[config.mk]
export PLATFORM = sky130hd
export DESIGN_NAME = cl_timing_ctrl
export DESIGN_NICKNAME = d
export VERILOG_FILES = /design/src/rtl/cl_pkg.sv /design/src/rtl/cl_down_counter.sv /design/src/rtl/cl_timing_ctrl.sv
export SDC_FILE = /design/constraint.sdc
export NUM_CORES = 1
export LEC_CHECK = 0
export ABC_AREA = 1
export CORE_MARGIN = 2
export CORE_UTILIZATION = 38
export CTS_BUF_LIST = sky130_fd_sc_hd__clkbuf_2 sky130_fd_sc_hd__clkbuf_4 sky130_fd_sc_hd__clkbuf_8
export CTS_CLUSTER_SIZE = 20
export DETAILED_ROUTE_END_ITERATION = 16
export GPL_TIMING_DRIVEN = 0
export HOLD_SLACK_MARGIN = 0.02
export PLACE_DENSITY = 0.56
export SLEW_MARGIN = 0
export SYNTH_ARGS = -nofsm -noshare
export SYNTH_HDL_FRONTEND = slang
export SYNTH_SLANG_ARGS = --single-unit
export TNS_END_PERCENT = 20
[constraint.sdc]
create_clock -name pixel_clk -period 5.6 [get_ports pixel_clk]
set_input_delay 0.84 -clock pixel_clk [delete_from_list [all_inputs] [get_ports pixel_clk]]
set_output_delay 0.84 -clock pixel_clk [all_outputs]
set_load 0.03 [all_outputs]
[src/rtl/cl_pkg.sv]
// Shared types and constants for the CameraLink timing controller:
// FSM state encoding, TAPS legality helpers and the fval/lval bit mapping.
package cl_pkg;

  typedef enum logic [2:0] {
    ST_IDLE,
    ST_LEAD,
    ST_ACTIVE,
    ST_HBLANK,
    ST_TRAIL,
    ST_VBLANK
  } cl_state_e;

  localparam int unsigned CL_SYNC_W   = 2;
  localparam int unsigned CL_FVAL_BIT = 0;
  localparam int unsigned CL_LVAL_BIT = 1;

  function automatic logic taps_legal(input int unsigned taps);
    return (taps == 1) || (taps == 2) || (taps == 4);
  endfunction

  function automatic int unsigned taps_log2(input int unsigned taps);
    return (taps == 4) ? 2 : (taps == 2) ? 1 : 0;
  endfunction

  // Frame/line valid levels that hold for the whole time a state is occupied.
  function automatic logic [CL_SYNC_W-1:0] sync_for(input cl_state_e s);
    logic [CL_SYNC_W-1:0] v;
    v              = '0;
    v[CL_FVAL_BIT] = (s != ST_IDLE) && (s != ST_VBLANK);
    v[CL_LVAL_BIT] = (s == ST_ACTIVE);
    return v;
  endfunction

endpackage

[src/rtl/cl_down_counter.sv]
// Loadable down-counter with a zero flag; times the LEAD, HBLANK and VBLANK
// intervals. Load wins over decrement and the count stops at zero.
module cl_down_counter #(
  parameter int unsigned W = 16
) (
  input  logic         clk,
  input  logic         rst,
  input  logic         load_i,
  input  logic         dec_i,
  input  logic [W-1:0] load_val_i,
  output logic         zero_o
);

  logic [W-1:0] cnt_q;

  // NOTE: sequential state uses non-blocking assignments so every flop samples pre-edge values.
  always_ff @(posedge clk or posedge rst) begin
    if (rst) begin
      cnt_q <= '0;
    end else if (load_i) begin
      cnt_q <= load_val_i;
    end else if (dec_i && (cnt_q != '0)) begin
      cnt_q <= cnt_q - W'(1);
    end
  end

  assign zero_o = (cnt_q == '0);

endmodule

[src/rtl/cl_timing_ctrl.sv]
// CameraLink frame/line/data valid generator pulling TAPS pixels per beat
// from an upstream FIFO, with single-frame and free-run modes.
module cl_timing_ctrl
  import cl_pkg::*;
#(
  parameter int unsigned TAPS = 2,
  parameter int unsigned CW   = 16
) (
  input  logic          pixel_clk,
  input  logic          sys_rst,
  input  logic [CW-1:0] cfg_width,
  input  logic [CW-1:0] cfg_height,
  input  logic [7:0]    cfg_hblank,
  input  logic [CW-1:0] cfg_vblank,
  input  logic          cfg_cont,
  input  logic          start,
  input  logic          stop,
  input  logic          pix_avail,
  output logic          pix_rd,
  output logic          fval,
  output logic          lval,
  output logic          dval,
  output logic [CW-1:0] line_cnt,
  output logic [CW-1:0] beat_cnt,
  output logic          busy,
  output logic          frame_done,
  output logic          cfg_err
);

  localparam int unsigned TAPS_LOG2 = taps_log2(TAPS);

  if (!taps_legal(TAPS)) begin : g_bad_taps
    $error("cl_timing_ctrl: TAPS must be 1, 2 or 4");
  end

  // Counter reload value giving max(n,1) cycles in the timed state.
  function automatic logic [CW-1:0] blank_len(input logic [CW-1:0] n);
    return (n == '0) ? '0 : n - CW'(1);
  endfunction

  cl_state_e            state_q, state_d;
  logic [CL_SYNC_W-1:0] sync_q;
  logic [CW-1:0]        line_cnt_q, line_cnt_d;
  logic [CW-1:0]        beat_cnt_q, beat_cnt_d;
  logic                 busy_q, frame_done_q;
  logic                 cfg_err_q, cfg_err_d;
  logic                 pend_q, pend_d;

  logic [CW-1:0]        beats_q, height_q, vblank_q;
  logic [7:0]           hblank_q;
  logic                 cont_q;
  logic                 latch_cfg;

  logic                 cnt_load, cnt_dec, cnt_zero;
  logic [CW-1:0]        cnt_val;
  logic                 cfg_ok, rd, last_beat, last_line;

  assign cfg_ok    = (cfg_width != '0) && (cfg_height != '0) &&
                     ((cfg_width & CW'(TAPS - 1)) == '0);
  assign rd        = (state_q == ST_ACTIVE) && pix_avail;
  assign last_beat = (beat_cnt_q == beats_q - CW'(1));
  assign last_line = (line_cnt_q >= height_q - CW'(1));
  assign cnt_dec   = (state_q == ST_LEAD) || (state_q == ST_HBLANK) || (state_q == ST_VBLANK);

  always_comb begin
    // NOTE: every output of this block gets a default first, so no path can infer a latch.
    state_d    = state_q;
    line_cnt_d = line_cnt_q;
    beat_cnt_d = beat_cnt_q;
    pend_d     = pend_q | stop;
    cfg_err_d  = 1'b0;
    latch_cfg  = 1'b0;
    cnt_load   = 1'b0;
    cnt_val    = blank_len(CW'(hblank_q));
    case (state_q)
      ST_IDLE: begin
        pend_d = 1'b0;
        if (start) begin
          if (cfg_ok) begin
            latch_cfg  = 1'b1;
            pend_d     = stop;  // start+stop together: run exactly one frame
            state_d    = ST_LEAD;
            line_cnt_d = '0;
            beat_cnt_d = '0;
            cnt_load   = 1'b1;
            cnt_val    = blank_len(CW'(cfg_hblank));
          end else begin
            cfg_err_d = 1'b1;
          end
        end
      end
      ST_LEAD, ST_HBLANK: begin
        if (cnt_zero) state_d = ST_ACTIVE;
      end
      ST_ACTIVE: begin
        if (rd) begin
          if (last_beat) begin
            beat_cnt_d = '0;
            if (last_line) begin
              state_d = ST_TRAIL;
            end else begin
              state_d    = ST_HBLANK;
              line_cnt_d = line_cnt_q + CW'(1);
              cnt_load   = 1'b1;
            end
          end else begin
            beat_cnt_d = beat_cnt_q + CW'(1);
          end
        end
      end
      ST_TRAIL: begin
        state_d  = ST_VBLANK;
        cnt_load = 1'b1;
        cnt_val  = blank_len(vblank_q);
      end
      ST_VBLANK: begin
        if (cnt_zero) begin
          if (cont_q && !pend_d) begin
            state_d    = ST_LEAD;
            line_cnt_d = '0;
            cnt_load   = 1'b1;
          end else begin
            state_d = ST_IDLE;
          end
        end
      end
      default: state_d = ST_IDLE;
    endcase
  end

  always_ff @(posedge pixel_clk or posedge sys_rst) begin
    if (sys_rst) begin
      state_q      <= ST_IDLE;
      sync_q       <= '0;
      line_cnt_q   <= '0;
      beat_cnt_q   <= '0;
      busy_q       <= 1'b0;
      frame_done_q <= 1'b0;
      cfg_err_q    <= 1'b0;
      pend_q       <= 1'b0;
    end else begin
      state_q      <= state_d;
      sync_q       <= sync_for(state_d);
      line_cnt_q   <= line_cnt_d;
      beat_cnt_q   <= beat_cnt_d;
      busy_q       <= (state_d != ST_IDLE);
      frame_done_q <= (state_d == ST_TRAIL);
      cfg_err_q    <= cfg_err_d;
      pend_q       <= (state_d == ST_IDLE) ? 1'b0 : pend_d;
    end
  end

  // NOTE: shadow config is always written before it is read, so it carries no reset.
  always_ff @(posedge pixel_clk) begin
    if (latch_cfg) begin
      beats_q  <= cfg_width >> TAPS_LOG2;
      height_q <= cfg_height;
      hblank_q <= cfg_hblank;
      vblank_q <= cfg_vblank;
      cont_q   <= cfg_cont;
    end
  end

  cl_down_counter #(.W(CW)) u_blank_cnt (
    .clk        (pixel_clk),
    .rst        (sys_rst),
    .load_i     (cnt_load),
    .dec_i      (cnt_dec),
    .load_val_i (cnt_val),
    .zero_o     (cnt_zero)
  );

  assign fval       = sync_q[CL_FVAL_BIT];
  assign lval       = sync_q[CL_LVAL_BIT];
  assign dval       = rd;
  assign pix_rd     = rd;
  assign line_cnt   = line_cnt_q;
  assign beat_cnt   = beat_cnt_q;
  assign busy       = busy_q;
  assign frame_done = frame_done_q;
  assign cfg_err    = cfg_err_q;

endmodule

### After elaboration in Yosys (flattened, before gate mapping)

Cells that the tools add are included.

* multiplexer cells: 44
* eq/ne operators: 16
* reduce and logical (&&, ||, !) cells: 26
* add/subtract/negate cells: 8
* bitwise logic cells: 1
* order comparisons: 1

Operators with widths (number)
* two-way mux 16 bit: 16
* case mux 16 bit (2 select lines): 2
* logical NOT 16 bit: 3
* case mux 16 bit (3 select lines): 1
* nonzero test 16 bit: 3
* subtractor 16 x 1 -> 16 bit, second input constant: 3
* adder 16 x 1 -> 16 bit, second input constant: 2
* two-way mux 3 bit: 7
* subtractor 8 x 1 -> 9 bit, second input constant: 2
* == test 16 bit: 1
* greater-or-equal comparator 16 bit: 1
* logical NOT 8 bit: 2
* two-way mux 1 bit: 16
* subtractor 15 x 1 -> 16 bit, second input constant: 1
* case mux 3 bit (5 select lines): 1
* != test 2 bit, second input constant: 6
* == test 3 x 2 -> 1 bit, second input constant: 3
* == test 3 bit, second input constant: 3
* AND reduction 8 bit: 1
* logical AND 1 bit: 6
* logical NOT 3 bit: 2
* nonzero test 3 bit: 2
* case mux 1 bit (4 select lines): 1
* AND reduction 4 bit: 1
* other kinds (8): 10

* logic and storage cells: 110
* input bits: 62
* register bits: 113
* output and inout bits: 39

### Longest topological paths before layout

Gate-level depths: netlist of run 1.

* word-level depth: 8
* mapped depth: 27
* mapped depth without buffers: 26

### Modules after synthesis

A second synthesis of run 1 with hierarchy kept.

* cells, all modules: 940
* area, all modules: 7403.4 um^2

By module, submodules not included
* cl_timing_ctrl: cells an instance 770, instances 1, area an instance 6277.3 um^2, sequential area each 2707.6 um^2
* cl_down_counter: cells an instance 170, instances 1, area an instance 1126.1 um^2, sequential area each 400.4 um^2

### Least setup slack after synthesis of run 1

OpenSTA, ideal clock, no wires.

* kind: flip-flop to flip-flop
* from: reg height_q[0]
* to: reg u_blank_cnt.cnt_q[1]
* clock period less this slack: 3367 ps
* path slack: 2233 ps
* arrival time: 3248 ps
* setup time: 120 ps
* buffers on the path: 1
* cell stages (with the launch flop): 26
* data required time: 5480 ps
* cells stage by stage: edfxtp_1 > inv_1 > ha_1 > inv_1 > nor2_1 > inv_1 > nor4_1 > nand3_1 > nor2_1 > nand3_1 > nor3_1 > xor2_1 > inv_1 > ha_1 > nand2_1 > nor2_1 > nand4_1 > inv_1 > nand2_1 > nand3_1 > inv_1 > nand4_4 > nand2_4 > buf_4 > o21ai_0 > inv_1

* longest elaborated chain between the ends: 7
* elaborated cells on any way between the ends: 8
* classes of those cells: add/sub: 1; order compare: 1; mux: 5; reduce/logical: 1

RTL lines
* start, declared: line cl_timing_ctrl.sv:49 `logic [CW-1:0] beats_q, height_q, vblank_q;`
* start signal, assigned: line cl_timing_ctrl.sv:157 `height_q <= cfg_height;`
* subtractor 16 x 1 -> 16 bit *: line cl_timing_ctrl.sv:62 `assign last_line = (line_cnt_q >= height_q - CW'(1));`
* greater-or-equal comparator 16 bit *: line cl_timing_ctrl.sv:62
* two-way mux 1 bit *: line cl_timing_ctrl.sv:99 `if (last_line) begin`
* two-way mux 1 bit *: line cl_timing_ctrl.sv:97 `if (last_beat) begin`
* two-way mux 1 bit *: line cl_timing_ctrl.sv:96 `if (rd) begin`
* case mux 1 bit (4 select lines) *: line cl_timing_ctrl.sv:75 `case (state_q)`
* two-way mux 16 bit or nonzero test 2 bit (tied branches)
* end signal, assigned: line cl_down_counter.sv:21 `cnt_q <= load_val_i;`
* end signal, assigned: line cl_down_counter.sv:23 `cnt_q <= cnt_q - W'(1);`
* end, declared: line cl_down_counter.sv:14 `logic [W-1:0] cnt_q;`

Every way passes the cells marked *; elsewhere a longest branch is shown, timed or not.
A chain may end at the register's enable or synchronous reset.

### Final worst setup path of run 1

* from: reg height_q[0]
* to: reg u_blank_cnt.cnt_q[15]

The elaborated chain is that of the path after synthesis.

==> metrics.cfg, run 1 <==
[route]
drc=0
via_per_inst=4.68
ant_nets=0
first_pass_iters=5
wl_mm=17.8
vias=6284
wire_per_inst_um=13.2
drt-initial-drc-count=296

[clock_network]
cts_resized=0
clk_path_buf_depth=2
cts_max_level=4
cts_sinks=113
insertion_delay_ns=0.45
ctsHoldBuffers=0
cts_made_buffers=17
clock-root-buffer=clkbuf_8
clkTransAtPathRegs_ns=0.07
cts_tree=yes
post_cts_buffers=0

[logic_synthesis]
ys_top_cells_by_area=edfxtp_1, dfrtp_1, nand2_1
yosysSeqAreaShare=0.421
avgSynthCellArea_um2=7.78
ys_types=39
synth_top_area_share=0.228
async_flop_share=0.504
synth_area_um2=7390
synth_warnings=0
synth_seq_cells=113
synth_edf_count=56
synth_commonest_cells=nand2_1, nor2_1, inv_1, dfrtp_1, edfxtp_1
yosysMostFrequentCell=nand2_1
syn-num-nets=1037
postSynthCellCount=950
synth_top_area_cell=edfxtp_1
synth_flop_cell=dfrtp_1

[critical_path]
cp_data_arrival_time_ns=4.21
critPathCaptureType=register
r2r_slack_ns=1.71
cpPeakStageDelay_ns=0.36
reg2reg_from=height_q[0]
required_ns=5.93
path_class=reg -> reg
cp-start-kind=register
path_max_fanout=6
rr_worst_depth=26
crit_top_cell=inv_1
worstReg2RegEnd=u_blank_cnt.cnt_q[15]
slowest_stage=edfxtp_1

[sta]
tightest_slew_ns=1.23
period_share=0.694
drv_slew=0
maxSlewHeadroom=0.173
layout_setup_ws_ns=1.71
finalSetupViolations=0
rsz0062_at_grt=no
min_period_ns=3.89
fin_setup_tns_ns=0
fmax_ghz=0.257
fin_skew_ns=0.0126
hold_violations=0

[placed_design]
io_buffer_count=100
dpl.hpwl_mm=13.9
dp_cells=1312
dp_worst_setup_slack_ns=1.66
place_congestion=0.828

[grt]
grt_start_max_net_pins=41
overflow=0
grt.total_usage=0.184
grt_pass1_vias=6023
antenna_found_initial=0
grt_pass1_wl_mm=29.5

[pwr]
p_comb_frac=0.249
leakage_nw=3.95
pwr-share-clk=0.331
p_int_mw=1.77
vdd_drop_max_uv=154
seqPwrFrac=0.420
finalPower_mw=2.61
p_sw_frac=0.323
switchingPower_mw=0.842
p_per_area_nw_per_um2=284

[die]
num_io_pins=101
die_w_um=143
die_area_um2=20600
core_area_um2=18900
die_h_um=143
start_util=0.391
placementRows=50

[final_layout]
diodes=0
instances_no_fill=1344
fill_cells=1904
syn_to_final_growth_pct=24.4
fin_nets=1158
drive_above_1_share=0.0830

[min_path]
hold_depth=2
min_to=u_blank_cnt.cnt_q[5]
worstHoldStart=u_blank_cnt.cnt_q[5]
hold_class=reg -> reg

[run_status]
status=finished, final reports clean

[job]
drv_cap=0

-- final cells by class --
cell class | count | area [um^2] | area share
inverter | 118 | 445 | 0.0485
clock inverter | 11 | 161 | 0.0176
clock buffer | 21 | 277 | 0.0301
multi-input combinational | 706 | 3750 | 0.408
sequential | 113 | 3110 | 0.338
tap | 260 | 325 | 0.0354
timing repair buffer | 102 | 1040 | 0.113
buffer | 13 | 82.6 | 0.00898
-- power by group through the flow --
stage / combinational (mW) / sequential [mW] / clock (mW)
finish: 0.650 / 1.09 / 0.864
global placement: 0.641 / 1.11 / 0
floorplan: 0.424 / 1.12 / 0
detailed placement: 0.654 / 1.11 / 0
CTS: 0.656 / 1.09 / 0.883
global route: 0.738 / 1.11 / 0.925
-- worst max-delay path, delay by kind of cell (launching register included) --
family | cells | cell delay (ns)
simple gates | 15 | 1.95
buf+inv | 7 | 0.70
fa+ha+maj | 2 | 0.45
flops | 1 | 0.36
xor+xnor | 1 | 0.17
compound gates | 1 | 0.13
-- state kept, by name, summed over array words and instances (netlist names) --
name	count
beat_cnt	16
beats_q	15
busy	1
cfg_err	1
cont_q	1
frame_done	1
hblank_q	8
height_q	16
line_cnt	16
pend_q	1
state_q	3
sync_q	2
u_blank_cnt.cnt_q	16
vblank_q	16
-- cell usage in the layout, fill, tap and decap left out, types with 17 or more instances in the layout --
master	n
nor3_1	29
nand4_1	19
clkdlybuf4s50_1	100
xor2_1	48
o21ai_1	19
a21oi_1	31
edfxtp_1	56
inv_1	114
nand3_1	41
ha_1	25
nor2_1	152
dfrtp_1	57
nand2_2	17
nand2_1	206
xnor2_1	24
o21ai_0	34
clkbuf_8	19
-- how the worst max path moves through the flow --
stage                  startpoint                     to  slack [ns]  cells past startpoint
floorplan             height_q[0]   u_blank_cnt.cnt_q[1]        2.23                     25
global placement    cfg_width[12]  u_blank_cnt.cnt_q[13]        0.84                     15
detailed placement    height_q[0]   u_blank_cnt.cnt_q[2]        1.66                     26
CTS                   height_q[0]   u_blank_cnt.cnt_q[7]        1.65                     26
global route          height_q[0]   u_blank_cnt.cnt_q[7]        0.90                     26
finish                height_q[0]  u_blank_cnt.cnt_q[15]        1.71                     26
-- through the flow --
step                      hold slack (ns)  utilization  instance area, um^2
final                               0.522        0.486                 9190
after CTS                           0.528        0.486                 9190
after floorplan                     0.483            -                 7390
after global routing                0.553        0.486                 9190
after global placement              0.503        0.461                 8710
after detailed placement            0.511        0.463                 8750
-- cells by family after synthesis --
family | share of synthesized area
fa+ha+maj | 0.0423
flops | 0.421
buf+inv | 0.0715
xor+xnor | 0.0854
compound gates | 0.0745
simple gates | 0.306
-- metal layers --
metal / GRT usage / vias up / routed length [um]
li1: - / 3337 / -
met1: 0.238 / 2846 / 8510
met2: 0.313 / 87 / 8520
met3: 0.0343 / 14 / 520
met4: 0.0562 / 0 / 236
met5: 0 / - / 0
No activity file was read; power rests on OpenSTA's default activity.
==> run 2: changes to the inputs <==
--- a/config.mk
+++ b/config.mk
@@ -13,7 +13,7 @@
 export DETAILED_ROUTE_END_ITERATION = 16
 export GPL_TIMING_DRIVEN = 0
 export HOLD_SLACK_MARGIN = 0.02
-export PLACE_DENSITY = 0.56
+export PLACE_DENSITY = 0.58
 export SLEW_MARGIN = 0
 export SYNTH_ARGS = -nofsm -noshare
 export SYNTH_HDL_FRONTEND = slang
==> constraint.sdc (replaced) <==
create_clock -name pixel_clk -period 3.4 [get_ports pixel_clk]
set_input_delay 0.51 -clock pixel_clk [delete_from_list [all_inputs] [get_ports pixel_clk]]
set_output_delay 0.51 -clock pixel_clk [all_outputs]
set_load 0.03 [all_outputs]
==> run 2 against run 1 <==
  * Final cell count increased by 1.7%
  * Power increased by 65%
  * Critical path depth unchanged
  * Count of clock-buffer cells in the layout decreased by 1
  * Maximum frequency increased by 16%
==> metrics.cfg, run 2 (synthesis gave the netlist of run 1 again) <==
[grt]
grt_start_max_net_pins=42
grt_pass1_wl_mm=30.6
grt_pass1_vias=6271
antenna_found_initial=0
overflow=0
grt.total_usage=0.190

[pwr]
pwr-share-clk=0.307
leakage_nw=4.10
switchingPower_mw=1.42
p_int_mw=2.87
p_sw_frac=0.332
vdd_drop_max_uv=274
seqPwrFrac=0.421
p_comb_frac=0.272
p_per_area_nw_per_um2=448

[sta]
finalSetupViolations=0
period_share=0.986
min_period_ns=3.35
tightest_slew_ns=1.44
rsz0062_at_grt=yes
fmax_ghz=0.298
fin_skew_ns=0.0132
drv_slew=0
whs_ns=0.460
hold_violations=0
layout_setup_ws_ns=0.0472
maxSlewHeadroom=0.0325

[route]
wl_mm=18.5
wire_per_inst_um=13.5
drc=0
vias=6466
drt-initial-drc-count=290
ant_nets=0
first_pass_iters=5
via_per_inst=4.73

[placed_design]
dp_cells=1312
io_buffer_count=100
place_congestion=0.819
dp_worst_setup_slack_ns=-0.577
dpl.hpwl_mm=13.8
place_area_um2=8750

[final_layout]
drive_above_1_share=0.134
final_common_cell=nand2_1
diodes=0
fin_util=0.507
instances_no_fill=1367
multi_input_area_um2=3930
syn_to_final_growth_pct=29.6
design_area_um2=9570
final_cell_mix=nand2_1, nor2_1, inv_1, clkdlybuf4s50_1, dfrtp_1
fill_cells=1831
fin_nets=1181
ff_latch_area_um2=3110

[critical_path]
cp-start-kind=register
cp_top_family=simple AND/OR/NAND/NOR gates
critPathCaptureType=register
worstReg2RegEnd=u_blank_cnt.cnt_q[2]
path_max_fanout=6
path_class=reg -> reg
reg2reg_from=height_q[1]
required_ns=3.74
crit_top_cell=inv_2
crit_buf_inv=7
slowest_stage=edfxtp_1
cp_data_arrival_time_ns=3.69
rr_worst_depth=26
cpPeakStageDelay_ns=0.41
r2r_slack_ns=0.05

[clock_network]
cts_sinks=113
clkTransAtPathRegs_ns=0.07
cts_max_level=4
clock-root-buffer=clkbuf_8
ctsHoldBuffers=0
insertion_delay_ns=0.45
cts_made_buffers=17
cts_tree=yes
clk_path_buf_depth=2

[die]
start_util=0.391
die_w_um=143
die_h_um=143
num_io_pins=101
placementRows=50
core_area_um2=18900
die_area_um2=20600

[run_status]
status=finished, final reports clean

[min_path]
hold_class=in -> async

[job]
drv_cap=0

## run 2: cell types whose count changed in the layout (fill, tap and decap cells not counted), sizes merged
cell / change
clkinv: +1
clkinvlp: +2
clkbuf: -2
inv: -1
buf: +24
bufinv: -1
## run 2: worst max path at each step
stage / start / end / slack [ns] / depth (start not counted)
floorplan: height_q[0] / u_blank_cnt.cnt_q[1] / 0.03 / 25
global placement: cfg_width[3] / u_blank_cnt.cnt_q[13] / -1.07 / 15
global route: height_q[1] / u_blank_cnt.cnt_q[9] / -0.31 / 26
detailed placement: height_q[0] / u_blank_cnt.cnt_q[15] / -0.58 / 26
finish: height_q[1] / u_blank_cnt.cnt_q[2] / 0.05 / 26
CTS: height_q[0] / u_blank_cnt.cnt_q[2] / -0.05 / 26
## run 2: metrics by stage
step | power (mW) | setup TNS (ns)
after floorplan | 2.55 | 0
after global placement | 2.89 | -48.24
after detailed placement | 2.91 | -15.57
after CTS | 4.29 | -0.433
after global routing | 4.57 | -7.29
final | 4.29 | 0
## run 2: metal layers
metal / GRT usage / share of wire
met1: 0.247 / 0.47
met2: 0.323 / 0.49
met3: 0.0387 / 0.031
met4: 0.0490 / 0.014
met5: 0 / 0
## run 2: power by group through the flow
stage	Clock (mW)	Sequential, mW	Combinational [mW]
5_1_grt	1.42	1.83	1.32
2_1_floorplan	0	1.85	0.699
4_1_cts	1.36	1.80	1.13
6_report	1.32	1.81	1.17
3_5_place_dp	0	1.83	1.08
3_3_place_gp	0	1.83	1.06
## run 2: final cells by class
cell class | instances | share of cell area
buffer | 13 | 0.0123
timing repair buffer | 125 | 0.129
clock buffer | 20 | 0.0275
sequential | 113 | 0.325
clock inverter | 12 | 0.0146
tap | 260 | 0.0340
multi-input combinational | 706 | 0.411
inverter | 118 | 0.0475
## run 2: what timing repair did
action,4_1_cts,5_1_grt
hold endpoints to repair,0,0
pin swaps,17,17
setup endpoints to repair,40,39
setup buffers,17,5
gates resized for setup,40,32
cloned,1,0
==> run 3: changes to the inputs <==
--- a/config.mk
+++ b/config.mk
@@ -6,7 +6,7 @@
 export NUM_CORES = 1
 export LEC_CHECK = 0
 export ABC_AREA = 1
-export CORE_MARGIN = 2
+export CORE_MARGIN = 1
 export CORE_UTILIZATION = 38
 export CTS_BUF_LIST = sky130_fd_sc_hd__clkbuf_2 sky130_fd_sc_hd__clkbuf_4 sky130_fd_sc_hd__clkbuf_8
 export CTS_CLUSTER_SIZE = 20
==> run 3 against run 2 <==
  * Non-clock buffer count down 2
  * Combinational power about the same
  * Flip-flop and latch count unchanged
  * Wire length down 1.4%
  * Final cell count down 0.15%
  * Critical path depth down 5
  * Maximum frequency down 0.29%
  * Die area down 2.8%
  * Setup slack worse by 0.0099 ns
  * Design area up 0.52%
  * Critical endpoint unchanged
  * Largest cell class unchanged
==> metrics.cfg, run 3 (synthesis gave the netlist of run 1 again) <==
[route]
wire_per_inst_um=13.3
via_per_inst=4.72
vias=6449
wl_met3_um=608
drc=0
met1Wirelength_mm=8.33
wl_mm=18.2
ant_nets=0
first_pass_iters=6
routed.top_layer=met4
route.met2.wl_mm=8.94
drt-initial-drc-count=282

[critical_path]
cp-start-kind=register
cpPeakStageDelay_ns=0.41
slowest_stage=edfxtp_1
critPathCapture=u_blank_cnt.cnt_q[2]
crit_top_cell=nand2_2
r2r_slack_ns=0.04
startpoint=height_q[2]
critPathCaptureType=register
rr_worst_depth=21
path_cells=nor2_1 > nand2_2 > nor3_4 > nand3_2 > nor3_4 > nand2_2 > buf_4 > xor2_1 > ha_1 > a21oi_1 > o21ai_2 > a21oi_2 > nand3_2 > inv_2 > nand4_4 > buf_6 > nand2_8 > clkinv_8 > clkbuf_16 > nand2_2 > nand2_1
required_ns=3.75
cp_data_arrival_time_ns=3.71
reg2reg_from=height_q[2]
path_max_fanout=8
path_class=reg -> reg
worstReg2RegEnd=u_blank_cnt.cnt_q[2]

[pwr]
p_comb_frac=0.262
p_sw_frac=0.322
leakage_nw=4.14
p_per_area_nw_per_um2=463
vdd_drop_max_uv=323
p_int_mw=3.02
seqPwrFrac=0.406
pwr-share-clk=0.332
switchingPower_mw=1.43

[grt]
grt_start_max_net_pins=42
antenna_found_initial=0
grt.total_usage=0.194
grt_pass1_vias=6294
grt_pass1_wl_mm=30.3
overflow=0

[final_layout]
final_common_cell=nand2_1
drive_above_1_share=0.134
syn_to_final_growth_pct=30.2
final_cell_mix=nand2_1, nor2_1, inv_1, clkdlybuf4s50_1, dfrtp_1
fin_nets=1179
fin_util=0.509
diodes=0

[sta]
rsz0062_at_grt=yes
fin_skew_ns=0.0122
min_period_ns=3.36
fmax_ghz=0.297
tightest_slew_ns=0.904
hold_violations=0
finalSetupViolations=0
fin_setup_tns_ns=0
maxSlewHeadroom=0.393
period_share=0.989
drv_slew=0

[die]
die_w_um=141
start_util=0.391
die_h_um=141
core_area_um2=18900
num_io_pins=101
placementRows=50
die_area_um2=20000

[clock_network]
cts_made_buffers=17
cts_sinks=113
clk_path_buf_depth=2
clock-root-buffer=clkbuf_8
cts_tree=yes
cts_max_level=4
insertion_delay_ns=0.46
clkTransAtPathRegs_ns=0.08
ctsHoldBuffers=0

[job]
drv_cap=0

[min_path]
hold_class=in -> async

[placed_design]
dpl.hpwl_mm=13.7
io_buffer_count=100
place_congestion=0.833

[run_status]
status=finished, final reports clean

[run 3: power by group through the flow]
| stage | sequential (mW) | clock, mW | combinational, mW |
|---|---|---|---|
| final | 1.81 | 1.48 | 1.17 |
| after global routing | 1.83 | 1.57 | 1.32 |
| after CTS | 1.81 | 1.51 | 1.13 |
| after detailed placement | 1.83 | 0 | 1.08 |
| after global placement | 1.83 | 0 | 1.05 |
| after floorplan | 1.85 | 0 | 0.699 |
[run 3: worst min-delay path by stage]
stage | start | to | slack [ns] | cells past startpoint
3_5_place_dp | u_blank_cnt.cnt_q[5] | u_blank_cnt.cnt_q[5] | 0.51 | 2
5_1_grt | sys_rst | line_cnt[10] | 0.44 | 2
3_3_place_gp | u_blank_cnt.cnt_q[5] | u_blank_cnt.cnt_q[5] | 0.50 | 2
6_report | sys_rst | line_cnt[10] | 0.39 | 2
4_1_cts | sys_rst | line_cnt[6] | 0.40 | 2
2_1_floorplan | u_blank_cnt.cnt_q[5] | u_blank_cnt.cnt_q[5] | 0.48 | 2
[run 3: per-stage QoR]
stage / worst slack [ns] / power [mW] / std cells / instance area [um^2] / hold slack (ns)
final: 0.0373 / 4.46 / 1365 / 9620 / 0.389
after global routing: -0.207 / 4.72 / 1365 / 9620 / 0.438
after CTS: -0.111 / 4.45 / 1358 / 9450 / 0.401
after detailed placement: -0.585 / 2.91 / 1312 / 8750 / 0.509
after global placement: -1.06 / 2.89 / 1310 / 8710 / 0.504
after floorplan: 0.0328 / 2.55 / 950 / 7390 / 0.483
[run 3: timing repair]
action	in CTS	in global routing
cloned	1	1
pin swaps	23	14
gates resized for setup	47	25
endpoints found under the hold margin	0	0
setup buffers	13	6
endpoints found under the setup margin	39	40
[run 3: final cells by class]
type                            instances  area, um^2
Fill cell                            1853        9270
Multi-Input combinational cell        706        3940
Sequential cell                       113        3110
Timing Repair Buffer                  123        1230
Inverter                              118         459
Tap cell                              260         325
Clock buffer                           20         263
Clock inverter                         12         188
Buffer                                 13         106
[run 3: metal layers]
metal  vias to the layer above  track usage
li1                       3382            -
met1                      2923        0.246
met2                       124        0.331
met3                        20       0.0385
met4                         0       0.0673
met5                         -            0
[run 3: critical path: cells and delay by family, from the launching register on]
kind	cells	cell delay, ns
flip-flops	1	0.41
AND/OR/NAND/NOR	11	1.36
XOR/XNOR	1	0.14
AO/OA/AOI/OAI	3	0.41
adder cells (fa/ha/maj)	1	0.30
buffers and inverters	5	0.64
